**src/rtl/cfg_pkg.sv**
```systemverilog
// Shared definitions for the front-panel configuration entry stage:
// FSM state type, field index map and default geometry.
package cfg_pkg;

  localparam int CFG_DATA_W     = 12;
  localparam int CFG_NUM_FIELDS = 7;

  // Field map as seen by the bus top level
  localparam int FLD_M1_ADDR = 0;
  localparam int FLD_M1_DATA = 1;
  localparam int FLD_BURST   = 2;
  localparam int FLD_SLV_SEL = 3;
  localparam int FLD_M2_ADDR = 4;
  localparam int FLD_M2_DATA = 5;
  localparam int FLD_SPLIT   = 6;

  typedef enum logic {
    IDLE   = 1'b0,
    CONFIG = 1'b1
  } cfg_state_t;

endpackage

```
**src/rtl/btn_debounce.sv**
```systemverilog
// Push-button conditioner: 2-FF synchroniser, stable-sample debounce
// counter and single-cycle press pulse on the debounced falling edge.
// The button is active-low; the released level is 1.
module btn_debounce #(
  parameter int DEBOUNCE_CYCLES = 4
)(
  input  logic clock,
  input  logic rst,
  input  logic i_enable,
  input  logic i_btn_n,
  output logic o_press
);

  localparam int CNT_W = (DEBOUNCE_CYCLES > 2) ? $clog2(DEBOUNCE_CYCLES) : 1;
  localparam logic [CNT_W-1:0] CNT_MAX = CNT_W'(DEBOUNCE_CYCLES - 1);

  logic             r_sync1;
  logic             r_sync2;
  logic             r_level;
  logic [CNT_W-1:0] r_cnt;
  logic             r_press;
  logic             w_diff;
  logic             w_flip;

  assign w_diff = r_sync2 ^ r_level;
  assign w_flip = w_diff && (r_cnt == CNT_MAX);

  // Synchroniser runs every cycle so the sample is fresh when enable returns
  always_ff @(posedge clock or posedge rst) begin
    if (rst) begin
      r_sync1 <= 1'b1;
      r_sync2 <= 1'b1;
    end else begin
      r_sync1 <= i_btn_n;
      r_sync2 <= r_sync1;
    end
  end

  // Debounce counter and accepted level; pulse is lost while disabled
  always_ff @(posedge clock or posedge rst) begin
    if (rst) begin
      r_level <= 1'b1;
      r_cnt   <= '0;
      r_press <= 1'b0;
    end else if (i_enable) begin
      if (w_flip) begin
        r_level <= r_sync2;
        r_cnt   <= '0;
      end else if (w_diff) begin
        r_cnt   <= r_cnt + 1'b1;
      end else begin
        r_cnt   <= '0;
      end
      r_press <= w_flip && !r_sync2;
    end else begin
      r_press <= 1'b0;
    end
  end

  assign o_press = r_press && i_enable;

endmodule

```
**src/rtl/cfg_entry_ctrl.sv**
```systemverilog
// Front-panel configuration entry: each accepted press in config mode
// latches switch_array into the next configuration field, wrapping after
// the last one. Optional macro CFG_READBACK_EN adds cfg_rd, a registered
// copy of the field currently addressed by field_idx.
module cfg_entry_ctrl
  import cfg_pkg::*;
#(
  parameter int DATA_W          = CFG_DATA_W,
  parameter int NUM_FIELDS      = CFG_NUM_FIELDS,
  parameter int DEBOUNCE_CYCLES = 4,
  parameter int IDX_W           = 3
)(
  input  logic                         clock,
  input  logic                         rst,
  input  logic                         enable,
  input  logic                         button_raw,
  input  logic                         mode_switch,
  input  logic [DATA_W-1:0]            switch_array,
  output logic [NUM_FIELDS*DATA_W-1:0] cfg_fields,
  output logic [IDX_W-1:0]             field_idx,
  output logic                         press_pulse,
  output logic                         cfg_wr,
  output logic                         cfg_done
`ifdef CFG_READBACK_EN
  ,
  output logic [DATA_W-1:0]            cfg_rd
`endif
);

  localparam logic [IDX_W-1:0] IDX_LAST = IDX_W'(NUM_FIELDS - 1);

  logic              w_press;
  logic              r_mode_s1;
  logic              r_mode_s2;
  cfg_state_t        r_state;
  cfg_state_t        w_state_nxt;
  logic              w_wr_en;
  logic              w_idx_clr;
  logic [IDX_W-1:0]  r_idx;
  logic              r_cfg_wr;
  logic              r_cfg_done;
  logic [DATA_W-1:0] r_fields [NUM_FIELDS];

  btn_debounce #(
    .DEBOUNCE_CYCLES (DEBOUNCE_CYCLES)
  ) u_btn (
    .clock    (clock),
    .rst      (rst),
    .i_enable (enable),
    .i_btn_n  (button_raw),
    .o_press  (w_press)
  );

  // Mode switch synchroniser; resets to run mode until the pin is sampled
  always_ff @(posedge clock or posedge rst) begin
    if (rst) begin
      r_mode_s1 <= 1'b1;
      r_mode_s2 <= 1'b1;
    end else begin
      r_mode_s1 <= mode_switch;
      r_mode_s2 <= r_mode_s1;
    end
  end

  // FSM state register, frozen while disabled
  always_ff @(posedge clock or posedge rst) begin
    if (rst) begin
      r_state <= IDLE;
    end else if (enable) begin
      r_state <= w_state_nxt;
    end
  end

  // Next state and write decision; the mode sampled this cycle decides a press
  always_comb begin
    w_state_nxt = r_state;
    w_wr_en     = 1'b0;
    w_idx_clr   = 1'b0;
    case (r_state)
      IDLE: begin
        if (!r_mode_s2) begin
          w_state_nxt = CONFIG;
          w_wr_en     = w_press;
        end
      end
      CONFIG: begin
        if (r_mode_s2) begin
          w_state_nxt = IDLE;
          w_idx_clr   = 1'b1;
        end else begin
          w_wr_en     = w_press;
        end
      end
      default: w_state_nxt = IDLE;
    endcase
  end

  // Field index: steps on every write, wraps after the last field
  always_ff @(posedge clock or posedge rst) begin
    if (rst) begin
      r_idx <= '0;
    end else if (enable) begin
      if (w_idx_clr) begin
        r_idx <= '0;
      end else if (w_wr_en) begin
        r_idx <= (r_idx == IDX_LAST) ? '0 : r_idx + 1'b1;
      end
    end
  end

  // Write/done strobes follow the write by one cycle, aligned with the new field
  always_ff @(posedge clock or posedge rst) begin
    if (rst) begin
      r_cfg_wr   <= 1'b0;
      r_cfg_done <= 1'b0;
    end else if (enable) begin
      r_cfg_wr   <= w_wr_en;
      r_cfg_done <= w_wr_en && (r_idx == IDX_LAST);
    end else begin
      r_cfg_wr   <= 1'b0;
      r_cfg_done <= 1'b0;
    end
  end

  // Configuration field registers
  always_ff @(posedge clock or posedge rst) begin
    if (rst) begin
      for (int k = 0; k < NUM_FIELDS; k++) begin
        r_fields[k] <= '0;
      end
    end else begin
      for (int k = 0; k < NUM_FIELDS; k++) begin
        if (w_wr_en && (r_idx == IDX_W'(k))) begin
          r_fields[k] <= switch_array;
        end
      end
    end
  end

  for (genvar g = 0; g < NUM_FIELDS; g++) begin : g_pack
    assign cfg_fields[g*DATA_W +: DATA_W] = r_fields[g];
  end

  assign field_idx   = r_idx;
  assign press_pulse = w_press;
  assign cfg_wr      = r_cfg_wr && enable;
  assign cfg_done    = r_cfg_done && enable;

`ifdef CFG_READBACK_EN
  logic [DATA_W-1:0] w_rd_sel;
  logic [DATA_W-1:0] r_cfg_rd;

  // Select the field addressed by the current index
  always_comb begin
    w_rd_sel = '0;
    for (int k = 0; k < NUM_FIELDS; k++) begin
      if (r_idx == IDX_W'(k)) begin
        w_rd_sel = r_fields[k];
      end
    end
  end

  // Registered readback for the LED display
  always_ff @(posedge clock or posedge rst) begin
    if (rst) begin
      r_cfg_rd <= '0;
    end else begin
      r_cfg_rd <= w_rd_sel;
    end
  end

  assign cfg_rd = r_cfg_rd;
`endif

endmodule

```
**config.mk**
```make
export PLATFORM = sky130hd
export DESIGN_NAME = cfg_entry_ctrl
export DESIGN_NICKNAME = d
export VERILOG_FILES = /design/src/rtl/cfg_pkg.sv /design/src/rtl/btn_debounce.sv /design/src/rtl/cfg_entry_ctrl.sv
export SDC_FILE = /design/constraint.sdc
export NUM_CORES = 1
export LEC_CHECK = 0
export CAP_MARGIN = 10
export CORE_MARGIN = 2
export CORE_UTILIZATION = 51
export CTS_BUF_LIST = sky130_fd_sc_hd__clkbuf_8 sky130_fd_sc_hd__clkbuf_16
export DETAILED_ROUTE_END_ITERATION = 8
export PLACE_DENSITY = 0.84
export REMOVE_ABC_BUFFERS = 1
export SLEW_MARGIN = 20
export SYNTH_ARGS = -nofsm -noshare
export SYNTH_HDL_FRONTEND = slang
export SYNTH_SLANG_ARGS = --single-unit
```
**constraint.sdc**
```tcl
create_clock -name clock -period 5 [get_ports clock]
set_input_delay 1 -clock clock [delete_from_list [all_inputs] [get_ports clock]]
set_output_delay 1 -clock clock [all_outputs]
set_load 0.01 [all_outputs]
```
# After elaboration in Yosys (flattened, before gate mapping)
# Index checks and enable logic that the tools add are counted.
[totals]
regBits = 98
out_inout_bits = 90
[classes]
eq_ne = 7
mux = 12
reduce_logical = 17
add_sub_neg = 2
bitwise_logic = 1
[op_table]
columns = ["cell", "n"]
rows = [
  ["logical AND 1 bit", 12],
  ["== test 3 bit, second input constant", 3],
  ["two-way mux 3 bit", 3],
  ["two-way mux 1 bit", 7],
  ["== test 3 x 2 -> 1 bit, second input constant", 2],
  ["two-way mux 2 bit", 2],
  ["AND reduction 2 bit", 2],
  ["adder 3 x 1 -> 3 bit, second input constant", 1],
  ["== test 3 x 1 -> 1 bit, second input constant", 1],
  ["zero test 3 bit", 1],
  ["adder 2 x 1 -> 2 bit, second input constant", 1],
  ["== test 2 bit, second input constant", 1],
  ["nonzero test 2 bit", 1],
  ["zero test 1 bit", 1],
  ["bitwise XOR 1 bit", 1],
]

# Depth between registers and ports, before layout
# Gate-level depths: netlist of the first run.
[depth]
ltp_word = 4
ltp_mapped = 5
ltp_nobuf = 5

# Hierarchy
# From an unflattened synthesis of the first run, not the netlist that was laid out.
[hier_totals]
cells_unflattened = 237
area_unflattened_um2 = 3901.2
[modules_own_cells]
columns = ["module", "instances", "seq_area_each_um2", "cells_per_inst", "area_per_inst_um2"]
rows = [
  ["cfg_entry_ctrl", 1, 2304.7, 218, 3657.3],
  ["btn_debounce", 1, 153.9, 19, 244.0],
]

# Worst setup path before layout of the first run
# OpenSTA, ideal clock, no wires.
[synth_timing]
path_kind = "input-to-output"
from = "input enable"
to = "output cfg_done"
path_buffers = 1
t_arrival_ns = 1.421
setup_slack_ns = 2.579
required_ns = 4.000
stages = 2
path_cell_list = "clkbuf_1 > and2_1"
[synth_between]
elab_chain_len = 1
[synth_lines]
columns = ["element", "line_no", "rtl"]
rows = [
  ["from (decl)", "cfg_entry_ctrl.sv:15", "input logic enable,"],
  ["logical AND 1 bit", "cfg_entry_ctrl.sv:147", "assign cfg_done = r_cfg_done && enable;"],
  ["to (decl)", "cfg_entry_ctrl.sv:23", "output logic cfg_done"],
]
# Every way passes these cells.

# Final worst setup path of the first run
# Ends and elaborated chain as after synthesis.

==> metrics.cfg, run 1 <==
[cells_and_area]
final_common_cell = clkdlybuf4s50_1
area_growth_pct = 35.6
num-nets-final = 362
post_route_cells_drive_above_1_share_pct = 32.8
largest_reg_flops = 84
final_cell_mix = clkdlybuf4s50_1, dfrtp_1, mux2_2, mux2_4, clkbuf_8
antenna_cells = 0

[pwr]
comb_power_share_pct = 9.6
pwr-share-clk_pct = 35.1
leakagePower_uw = 0.00251
p_sw_uw = 356
ir_worst_vdd_mv = 0.161
p_int_uw = 1200
power.density_nw_per_um2 = 301
seqPwrFrac_pct = 55.3
p_sw_share_pct = 22.9

[route]
ant_nets = 0
drt_wl_total_um = 8030
drc = 0
wl_per_cell_um = 18.0
first_pass_iters = 4
vias = 2300
drt-initial-drc-count = 48
via_per_inst = 5.15

[clock_tree]
clkLatencyLatePin_ns = 0.34
cts_tree = done
postCtsHoldBufs = 0
clock_tree.buffer_depth = 2
post-cts-setup-buffers = 0
cts_buffers = 9
clk_pin_slew_ns = 0.09
cts_max_level = 3
clock-sinks = 98
post_cts_resized = 0
cts_root_buf = clkbuf_8

[timing]
tns_ns = 0
setup_viol = 0
fin_crit_sh_pct = 69.2
fin_crit_ns = 3.46
tightest_slew_ns = 0.821
fin_skew_ns = 0.00873
rsz0062_at_grt = false
maxSlewViolCount = 0
fmaxAchievable_ghz = 0.289
relSlewSlack_pct = 45.2
hold_viol = 0
hold_ws_ns = 0.361

[critical_path]
path_max_fanout = 13
startpoint = enable
worstSetupPathType = primary input to primary output
cp.arrival_ns = 2.46
r2r-start = field_idx[2]
cp.required_ns = 4.00
r2r_slack_ns = 3.10
reg2reg_to = cfg_fields[71]
start_kind = primary input
crit_end = cfg_done
endpoint_kind = primary output
rr_worst_depth = 3

[die]
die_h_um = 90.5
rows = 31
start_util_pct = 52.6
pin_count = 107
core-area_um2 = 7250
die_w_um = 90.5
die-area_um2 = 8190

[synthesis]
synth_area_um2 = 3810
yosys_warnings = 0
synth_top_cells_by_area = dfrtp_1, mux2_2, mux2_4, dfstp_2, buf_6
synth_top_area_share_pct = 61.0
yosysSeqAreaShare_pct = 64.4
syn_avg_cell_area_um2 = 16.4
yosys.area.top_type = dfrtp_1
ys_ff_latch = 98
ys_types = 27
postSynthCellCount = 233

[placed_design]
port_buffers = 106
gp_congestion = 0.758
place_hpwl_um = 5410

[global_routing]
grt_max_degree = 69
antenna_found_initial = 0
grt_pass1_vias = 2359
grt_pass1_wl_um = 12900
grt_use_total_pct = 20.3
grt-ovfl-total = 0

[worst_hold_path]
min_path_type = flop to flop

[job]
max-cap-violations = 0

[outcome]
status = complete, no violations

## through the flow
| step | worst slack, ns | cells | power (µW) | util, % | instance area (µm²) |
|---|---|---|---|---|---|
| final | 1.54 | 447 | 1550 | 71.3 | 5170 |
| after global routing | 1.47 | 447 | 1630 | 71.3 | 5170 |
| after CTS | 1.53 | 447 | 1570 | 71.3 | 5170 |
| after detailed placement | 1.53 | 431 | 1020 | 68.3 | 4950 |
| after global placement | 1.50 | 431 | 1010 | 68.2 | 4950 |
| after floorplan | 1.45 | 225 | 943 | - | 3750 |
## worst min-delay path by stage
stage / startpoint / to / cells after the start
after floorplan: r_mode_s1 / r_mode_s2 / 0
after global placement: u_btn.r_sync1 / u_btn.r_sync2 / 0
after detailed placement: r_mode_s1 / r_mode_s2 / 0
after CTS: r_mode_s1 / r_mode_s2 / 0
after global routing: r_mode_s1 / r_mode_s2 / 0
final: r_mode_s1 / r_mode_s2 / 0
## power groups by stage
stage	sequential (µW)	combinational (µW)	clock [µW]
floorplan	876	67.5	0
global placement	871	143	0
detailed placement	873	151	0
CTS	858	152	563
global route	865	166	597
finish	859	149	546
## area by class of cell
class | instances | area, µm²
repair buffers | 107 | 1070
clock inverters | 6 | 82.6
well taps | 99 | 124
flip-flops and latches | 98 | 2460
multi-input cells | 123 | 1280
fillers | 524 | 2080
clock buffers | 10 | 138
inverters | 4 | 17.5
## Yosys cell counts
cell type	number
dfstp_2	5
clkbuf_1	1
or4_4	1
nand2_1	4
inv_1	4
o21ai_0	2
or3_4	3
nand2b_1	5
mux2i_1	1
mux2_2	76
mux2_4	10
o22ai_1	1
nor3_1	1
ha_1	2
mux2_1	1
a211o_1	1
buf_6	4
a21oi_1	2
a221oi_1	1
nor2_1	4
dfrtp_1	93
nand3b_4	1
nor3b_1	1
xor2_1	1
buf_2	3
nand4b_1	1
and2_1	4
## routing by layer
| layer | routed length (µm) | vias to the layer above | global-route usage (%) |
|---|---|---|---|
| met5 | 0 | - | 0 |
| met4 | 67 | 0 | 6.67 |
| met1 | 3680 | 1191 | 29.7 |
| met2 | 3930 | 65 | 30.2 |
| met3 | 360 | 5 | 4.59 |
| li1 | - | 1039 | - |
## critical path, cell delays in order
cell             delay (ns)
clkdlybuf4s50_1        0.74
and2_1                 0.19
clkdlybuf4s50_1        0.53
## cell families (layout without fill, tap and decap cells)
logic type      count (synthesis)  in the layout  synth area share, %
flops                          98             98                 64.4
mux                            88             88                 26.9
simple gates                   25             25                 4.53
buf+inv                        12            127                 2.07
compound gates                  7              7                 1.15
fa+ha+maj                       2              2                0.656
xor+xnor                        1              1                0.230
No activity file was read; power rests on OpenSTA's default activity.
==> run 2: changes to the inputs <==
--- a/config.mk
+++ b/config.mk
@@ -7,10 +7,10 @@
 export LEC_CHECK = 0
 export CAP_MARGIN = 10
 export CORE_MARGIN = 2
-export CORE_UTILIZATION = 51
+export CORE_UTILIZATION = 47
 export CTS_BUF_LIST = sky130_fd_sc_hd__clkbuf_8 sky130_fd_sc_hd__clkbuf_16
 export DETAILED_ROUTE_END_ITERATION = 8
-export PLACE_DENSITY = 0.84
+export PLACE_DENSITY = 0.79
 export REMOVE_ABC_BUFFERS = 1
 export SLEW_MARGIN = 20
 export SYNTH_ARGS = -nofsm -noshare
==> constraint.sdc (replaced) <==
create_clock -name clock -period 3.4 [get_ports clock]
set_input_delay 0.68 -clock clock [delete_from_list [all_inputs] [get_ports clock]]
set_output_delay 0.68 -clock clock [all_outputs]
set_load 0.01 [all_outputs]
==> metrics.cfg, run 2 (same netlist as run 1, synthesis figures left out) <==
[cells_and_area]
final_cell_mix = clkdlybuf4s50_1, dfrtp_1, mux2_2, clkbuf_8, mux2_4
post_route_cells_drive_above_1_share_pct = 33.8  ; +1.0 points
fin_util_pct = 66.7  ; -4.6 points
area_growth_pct = 36.5
fillCellCount = 591  ; +13%
largest_reg_flops = 84  ; unchanged
instances_no_fill = 454  ; +1.6%
final_common_cell = clkdlybuf4s50_1
num-nets-final = 366  ; +1.1%
antenna_cells = 0  ; unchanged

[global_routing]
grt_use_total_pct = 18.9  ; -1.3 points
grt_pass1_vias = 2299  ; -2.5%
grt_max_degree = 54  ; -22%
grt_pass1_wl_um = 12400  ; -3.9%
grt-ovfl-total = 0  ; unchanged
antenna_found_initial = 0  ; unchanged

[pwr]
p_int_uw = 1720  ; +43%
comb_power_share_pct = 9.6  ; about the same
leakagePower_uw = 0.00253  ; +0.69%
power_uw = 2270  ; +46%
ir_worst_vdd_mv = 0.229  ; +42%
power.density_nw_per_um2 = 436  ; +45%
p_sw_share_pct = 24.3  ; +1.4 points
seqPwrFrac_pct = 55.8  ; +0.5 points
pwr-share-clk_pct = 34.6  ; -0.5 points
p_sw_uw = 552  ; +55%

[placed_design]
dpl.cell_count = 438  ; +1.6%
gp_congestion = 0.726  ; -4.2%
place_hpwl_um = 5470  ; +1.3%
port_buffers = 106  ; unchanged

[route]
drt_wl_total_um = 8030  ; about the same
wl_per_cell_um = 17.7  ; -1.5%
via_per_inst = 5.11  ; -0.60%
drt-initial-drc-count = 63  ; +31%
drc = 0  ; unchanged
vias = 2322  ; +0.96%
ant_nets = 0  ; unchanged
first_pass_iters = 4  ; unchanged

[critical_path]
crit_end = cfg_done
cp_num_buf_inv = 2  ; unchanged
rr_worst_depth = 4  ; +1
cp.required_ns = 2.72  ; -1.28 ns
cp.arrival_ns = 2.15  ; -0.31 ns
max_stage_delay_ns = 0.74  ; about the same
cp_common_cell = clkdlybuf4s50_1
slowest_stage = clkdlybuf4s50_1
reg2reg_to = cfg_fields[43]
startpoint = enable
path_cells = clkdlybuf4s50_1 > and2_1 > clkdlybuf4s50_1
r2r-start = field_idx[2]
path_max_fanout = 13  ; unchanged
start_kind = primary input
cp.depth = 3  ; unchanged
worstSetupPathType = primary input to primary output
endpoint_kind = primary output
critPathTopFamily = buffers and inverters
r2r_slack_ns = 1.54  ; -1.56 ns

[die]
core-area_um2 = 7810  ; +7.6%
die-area_um2 = 8850  ; +8.1%
die_h_um = 94.1  ; +4.0%
pin_count = 107  ; unchanged
die_w_um = 94.1  ; +4.0%
start_util_pct = 48.9  ; -3.7 points
rows = 32  ; +3.2%

[clock_tree]
cts_buffers = 9  ; unchanged
post_cts_resized = 0  ; unchanged
clock-sinks = 98  ; unchanged
clk_pin_slew_ns = 0.09  ; about the same
cts_tree = done
cts_root_buf = clkbuf_8
clkLatencyLatePin_ns = 0.35  ; about the same
postCtsHoldBufs = 0  ; unchanged
clock_tree.buffer_depth = 2  ; unchanged
cts_max_level = 3  ; unchanged
post-cts-setup-buffers = 0  ; unchanged

[timing]
fin_crit_ns = 2.83
maxSlewViolCount = 0  ; unchanged
hold_viol = 0  ; unchanged
rsz0062_at_grt = false
fin_crit_sh_pct = 83.4
setup_viol = 0  ; unchanged
fin_skew_ns = 0.00902  ; +0.000294 ns
tns_ns = 0  ; unchanged
fmaxAchievable_ghz = 0.353
tightest_slew_ns = 0.651  ; -0.170 ns
relSlewSlack_pct = 56.5  ; +11 points

[job]
max-cap-violations = 0  ; unchanged

[outcome]
status = complete, no violations

[worst_hold_path]
min_path_type = flop to flop
min_from = u_btn.r_sync1

## run 2: routing by layer
layer	GRT usage, %	part of all wire [%]	wire length, µm
met5	0	0	0
met4	7.85	1.7	134
met3	4.01	5.8	463
met2	30.6	49	3950
met1	24.9	43	3490
## run 2: power groups by stage
stage               Clock (µW)  Sequential [µW]  Combinational (µW)
finish                     786             1270                 219
global route               846             1270                 243
CTS                        799             1270                 223
detailed placement           0             1290                 221
global placement             0             1280                 214
floorplan                    0             1290                99.3
## run 2: cell type report
class / count / area, µm² / share of cell area, %
Sequential cell: 98 / 2460 / 47.2
Multi-Input combinational cell: 123 / 1280 / 24.6
Timing Repair Buffer: 111 / 1110 / 21.3
Clock buffer: 11 / 151 / 2.91
Tap cell: 102 / 128 / 2.45
Clock inverter: 5 / 62.6 / 1.20
Inverter: 4 / 17.5 / 0.336
## run 2: worst min-delay path by stage
stage / cells after the start / end
2_1_floorplan: 0 / r_mode_s2
3_3_place_gp: 0 / r_mode_s2
3_5_place_dp: 0 / u_btn.r_sync2
4_1_cts: 0 / r_mode_s2
5_1_grt: 0 / r_mode_s2
6_report: 0 / u_btn.r_sync2
## run 2: through the flow
step	hold WS (ns)	cell area [µm²]	worst slack [ns]
after floorplan	0.345	3750	0.166
after global placement	0.346	4990	0.596
after detailed placement	0.347	4990	0.572
after CTS	0.357	5210	0.569
after global routing	0.356	5210	0.510
final	0.361	5210	0.566
## run 2: worst register-to-register path, stage by stage, from the launching register on
cell,delay (ns)
dfrtp_1,0.51
inv_1,0.12
ha_1,0.22
nand2_1,0.48
mux2_2,0.41
